### src/rtl/llc_set_table_ctrl_pkg.sv
// llc_set_table_ctrl_pkg: shared constants and types for the LLC set table controller
package llc_set_table_ctrl_pkg;
    localparam int TABLE_SIZE   = 5;
    localparam int PTR_BITS     = 3;
    localparam int LLC_SET_BITS = 8;

    typedef enum logic [1:0] {IDLE, CHECK, STALL, DISPATCH} state_e;

    typedef struct packed {
        logic [LLC_SET_BITS-1:0] set;
        logic [PTR_BITS-1:0]     entry;
    } llc_set_table_ctrl_if_t;
endpackage

### src/rtl/llc_set_table_ctrl.sv
// llc_set_table_ctrl: sequences requests into the LLC set table, tracks occupancy and flush
module llc_set_table_ctrl
    import llc_set_table_ctrl_pkg::*;
(
    input  logic                    clk_i,
    input  logic                    rst_ni,
    input  logic                    req_valid_i,
    output logic                    req_ready_o,
    input  logic [LLC_SET_BITS-1:0] req_set_i,
    output logic                    disp_valid_o,
    input  logic                    disp_ready_i,
    output logic [LLC_SET_BITS-1:0] disp_set_o,
    output logic [PTR_BITS-1:0]     disp_entry_o,
    input  logic                    cpl_valid_i,
    input  logic [PTR_BITS-1:0]     cpl_entry_i,
    input  logic                    flush_req_i,
    output logic                    flush_done_o,
    output logic [LLC_SET_BITS-1:0] tbl_set_next_o,
    output logic                    tbl_check_o,
    output logic                    tbl_add_o,
    output logic                    tbl_remove_o,
    output logic [PTR_BITS-1:0]     tbl_remove_ptr_o,
    output logic                    tbl_clr_o,
    input  logic                    tbl_hit_i,
    input  logic [PTR_BITS-1:0]     tbl_ptr_i,
    output logic [PTR_BITS-1:0]     occ_count_o,
    output logic                    tbl_full_o,
    output logic                    err_spurious_free_o
);
    localparam logic [TABLE_SIZE-1:0] ONE = TABLE_SIZE'(1);

    state_e                  state_q;
    logic [TABLE_SIZE-1:0]   valid_q, valid_d, add_mask, rem_mask;
    logic [PTR_BITS-1:0]     occ_q, occ_d;
    logic [LLC_SET_BITS-1:0] set_q;
    logic                    flush_go, add_go, cpl_hit, ptr_busy, blocked;
    llc_set_table_ctrl_if_t  disp_pkt;

    // Out-of-range entries shift to an all-zero mask, so they read as invalid.
    always_comb begin
        flush_go = state_q == IDLE && flush_req_i;
        add_go   = state_q == DISPATCH && disp_ready_i;
        ptr_busy = |(valid_q & (ONE << tbl_ptr_i));
        cpl_hit  = cpl_valid_i && !flush_go && |(valid_q & (ONE << cpl_entry_i));
        blocked  = tbl_hit_i || ptr_busy;
        add_mask = add_go ? ONE << tbl_ptr_i : '0;
        rem_mask = cpl_hit ? ONE << cpl_entry_i : '0;
        valid_d  = flush_go ? '0 : (valid_q & ~rem_mask) | add_mask;
        occ_d    = flush_go ? '0 : occ_q + PTR_BITS'(add_go) - PTR_BITS'(cpl_hit);
        disp_pkt = '{set: set_q, entry: tbl_ptr_i};
    end

    always_ff @(posedge clk_i or negedge rst_ni) begin
        if (!rst_ni) begin
            state_q <= IDLE;
            valid_q <= '0;
            occ_q   <= '0;
            set_q   <= '0;
        end else begin
            valid_q <= valid_d;
            occ_q   <= occ_d;
            case (state_q)
                IDLE: if (!flush_req_i && req_valid_i) begin
                    set_q   <= req_set_i;
                    state_q <= CHECK;
                end
                CHECK:    state_q <= !blocked ? DISPATCH : cpl_valid_i ? CHECK : STALL;
                STALL:    if (cpl_valid_i) state_q <= CHECK;
                DISPATCH: if (disp_ready_i) state_q <= IDLE;
                default:  state_q <= IDLE;
            endcase
        end
    end

    assign req_ready_o         = state_q == IDLE && !flush_req_i;
    assign disp_valid_o        = state_q == DISPATCH;
    assign disp_set_o          = disp_pkt.set;
    assign disp_entry_o        = disp_pkt.entry;
    assign flush_done_o        = flush_go;
    assign tbl_clr_o           = flush_go;
    assign tbl_set_next_o      = set_q;
    assign tbl_check_o         = state_q == CHECK;
    assign tbl_add_o           = add_go;
    assign tbl_remove_o        = cpl_hit;
    assign tbl_remove_ptr_o    = cpl_entry_i;
    assign occ_count_o         = occ_q;
    assign tbl_full_o          = occ_q == PTR_BITS'(TABLE_SIZE);
    assign err_spurious_free_o = cpl_valid_i && !flush_go && !cpl_hit;
endmodule

### config.mk
export PLATFORM = sky130hd
export DESIGN_NAME = llc_set_table_ctrl
export DESIGN_NICKNAME = d
export VERILOG_FILES = /design/src/rtl/llc_set_table_ctrl_pkg.sv /design/src/rtl/llc_set_table_ctrl.sv
export SDC_FILE = /design/constraint.sdc
export NUM_CORES = 1
export LEC_CHECK = 0
export CAP_MARGIN = 20
export CORE_MARGIN = 2
export CORE_UTILIZATION = 40
export DETAILED_ROUTE_END_ITERATION = 10
export GPL_TIMING_DRIVEN = 0
export PLACE_DENSITY = 0.88
export SLEW_MARGIN = 20
export SYNTH_ARGS = -nofsm -noshare
export SYNTH_HDL_FRONTEND = slang
export SYNTH_SLANG_ARGS = --single-unit
### constraint.sdc
create_clock -name clk_i -period 2.75 [get_ports clk_i]
set_input_delay 0.825 -clock clk_i [delete_from_list [all_inputs] [get_ports clk_i]]
set_output_delay 0.825 -clock clk_i [all_outputs]
set_load 0.02 [all_outputs]
==> flow_summary.json <==
{
  "synth_top_family_by_area": "simple AND/OR/NAND/NOR gates",
  "placed_cells": 192,
  "mostFrequentLayoutCells": "clkdlybuf4s50_1 (41), buf_4 (21), dfrtp_1 (18), nor2_1 (11), mux2_2 (9)",
  "switching_power_mw": 0.7445,
  "layout-drive-gt1-share": 0.3412,
  "postCtsHoldBufs": 0,
  "seq_power_share": 0.263,
  "grt_util_all_layers": 0.1892,
  "htree_levels": 1,
  "synthDistinctLibCells": 29,
  "drtPass1Iterations": 6,
  "wl_per_cell_um": 14.96,
  "synth_mux_area_frac": 0.1288,
  "synthesis.area_um2": 1107,
  "syn_area_per_cell_um2": 10.35,
  "power_frac_comb": 0.651,
  "place.gp.congestion": 0.8627,
  "max-slew-margin-rel": 0.4499,
  "synth_fa_ha_area_frac": 0.04068,
  "antenna_found_initial": 0,
  "required_ns": 2.92,
  "endpoint": "occ_count_o[2]",
  "timing.rr.end": "occ_count_o[2]",
  "die_h_um": 56.62,
  "drc": 0,
  "clock_path_buffers": 2,
  "slew_violations": 0,
  "ys_ff_latch": 18,
  "setup_slack_ns": -0.03323,
  "diodes": 0,
  "holdWs_ns": 0.5427,
  "stdcell_count": 201,
  "areaGrowthSynthToFinish_pct": 65.20,
  "crit_type": "in -> reg",
  "yosys.area_share.simple": 0.1797,
  "hpwl_mm": 2.207,
  "num-fill-cells": 210,
  "violations": "negative setup slack",
  "cts.clk_slew.worst_paths_ns": 0.10,
  "viasPerCell": 5.075,
  "fin_skew_ns": 0.01062,
  "vias": 1020,
  "tightest_slew_ns": 0.8225,
  "synthesis.nets": 131,
  "r2r_cells": 12,
  "coreArea_um2": 2686,
  "hp-start": "disp_set_o[1]",
  "die_area_um2": 3205,
  "cts_tree": "built",
  "ir_drop_mv": 0.8834,
  "cts_buffers": 3,
  "cp-end-kind": "flip-flop",
  "finalSetupViolCount": 4,
  "initial_core_util": 0.4122,
  "wl_mm": 3.007,
  "leakage_nw": 0.8209,
  "cp-start-kind": "input pin",
  "r2r_slack_ns": 0.20,
  "ys_seq_area_frac": 0.4068,
  "place.port_buffers": 54,
  "setup.worst_path.start": "cpl_entry_i[1]",
  "swShare": 0.3986,
  "antenna_left": 0,
  "r2r_start": "valid_q[3]",
  "path_max_fanout": 4,
  "first_iter_violations": 35,
  "power_density_nw_per_um2": 1021,
  "grt_start_max_net_pins": 19,
  "fp-row-count": 19,
  "arrival_ns": 2.96,
  "grt-ovfl-total": 0,
  "cts_root_buffer": "clkbuf_4",
  "internal-power_mw": 1.124,
  "synth-compound-area-share": 0.08588,
  "die_x_um": 56.62,
  "pwr-share-clk": 0.086,
  "cap_violations": 0,
  "synth-xor-area-share": 0.01582,
  "numClockSinks": 18,
  "syn_inst": 107,
  "final_common_cell": "clkdlybuf4s50_1",
  "grt_pass1_wl_mm": 4.878,
  "grt_pass1_vias": 1022,
  "hold_violations": 0,
  "status": "finished, violations left",
  "fin_crit_sh": 1.012,
  "hold_path.class": "reg -> reg",
  "clk_latency_ns": 0.29,
  "top_level_ports": 55,
  "finalNetCount": 195,
  "max_freq_mhz": 359.3,
  "rsz0062_at_grt": "yes",
  "period_needed_ns": 2.783,
  "ys_warn_count": 0
}
-- what timing repair did --
action                                 CTS  global route
pin swaps                                2             5
setup buffers                            3             3
endpoints found under the hold margin    0             0
gates resized for setup                 40            13
setup endpoints to repair               14             6
-- layout make-up --
type / count / area [µm²] / share of cell area
timing repair buffer: 59 / 578.1 / 0.3160
multi-input combinational: 66 / 564.3 / 0.3085
sequential: 18 / 450.4 / 0.2462
buffer: 18 / 142.6 / 0.07798
tap: 31 / 38.79 / 0.02120
clock buffer: 4 / 36.28 / 0.01984
inverter: 5 / 18.77 / 0.01026
-- worst max-delay path, cell delays in order --
cell       delay [ns]
buf_8            0.10
mux2i_1          0.12
mux2_4           0.28
a2bb2oi_4        0.15
nor3b_4          0.21
ha_1             0.26
inv_2            0.07
ha_4             0.12
inv_2            0.04
fa_2             0.37
xor2_2           0.16
xnor2_1          0.18
nor2_1           0.07
-- synthesized netlist by cell type --
cell       instances  area share
xor2_1             1      0.0079
and2_1             1      0.0057
nor3b_1            1      0.0068
nor3_1             2      0.0090
mux2_2            10        0.10
buf_6              2       0.020
and3b_1            2       0.016
ha_1               2       0.023
nand3_1            3       0.014
a22oi_1            1      0.0068
buf_4             15        0.10
o41ai_1            1      0.0079
a2bb2oi_1          1      0.0079
nor2b_1            5       0.028
fa_1               1       0.018
mux2i_1            3       0.027
o21ai_0            3       0.014
nand3b_1           2       0.014
nand2b_1           2       0.011
nor4b_4            1       0.021
nor2_1            11       0.037
dfrtp_1           18        0.41
inv_1              5       0.017
nand2_1            5       0.017
clkbuf_1           1      0.0034
a32oi_1            2       0.016
xnor2_1            1      0.0079
o221a_2            2       0.020
a21oi_1            3       0.014
-- stage by stage --
step                      cell area [µm²]  worst slack, ns    util  power, mW   TNS, ns
after floorplan                      1132          -0.1936       -      1.154   -0.2538
final                                1829         -0.03323  0.6810      1.868  -0.04463
after CTS                            1780         -0.02519  0.6628      1.844  -0.02519
after global placement               1712          -0.8695  0.6372      1.598    -6.376
after global routing                 1829          -0.1100  0.6810      1.976   -0.2376
after detailed placement             1712          -0.9373  0.6372      1.654    -6.857
-- state kept, by name, summed over array words and instances, names as in the netlist --
name	flops
disp_set_o	8
occ_count_o	3
state_q	2
valid_q	5
-- metal layers --
| metal | part of all wire | global-route usage |
|---|---|---|
| met5 | 0 | 0 |
| met4 | 0.011 | 0.02721 |
| met3 | 0.071 | 0.03917 |
| met2 | 0.52 | 0.3339 |
| met1 | 0.39 | 0.2423 |
-- logic make-up (layout without fill, tap and decap cells) --
group           count (synthesis)  count (layout)
compound gates                 13              13
xor+xnor                        2               2
fa+ha+maj                       3               3
buf+inv                        23              86
flops                          18              18
mux                            13              13
simple gates                   35              35
-- worst min-delay path by stage --
stage | to | slack (ns) | cells past startpoint
6_report | disp_set_o[1] | 0.54 | 1
5_1_grt | disp_set_o[3] | 0.57 | 1
4_1_cts | disp_set_o[1] | 0.55 | 1
3_5_place_dp | disp_set_o[1] | 0.53 | 1
3_3_place_gp | disp_set_o[1] | 0.51 | 1
2_1_floorplan | valid_q[4] | 0.49 | 2
-- power groups by stage --
stage          combinational, mW  sequential (mW)  clock (mW)
2_1_floorplan              0.583            0.571           0
3_3_place_gp                1.12            0.477           0
3_5_place_dp                1.16            0.493           0
4_1_cts                     1.19            0.489       0.166
5_1_grt                     1.29            0.506       0.176
6_report                    1.22            0.490       0.161
Note: power is estimated with default switching activity, not from simulation.
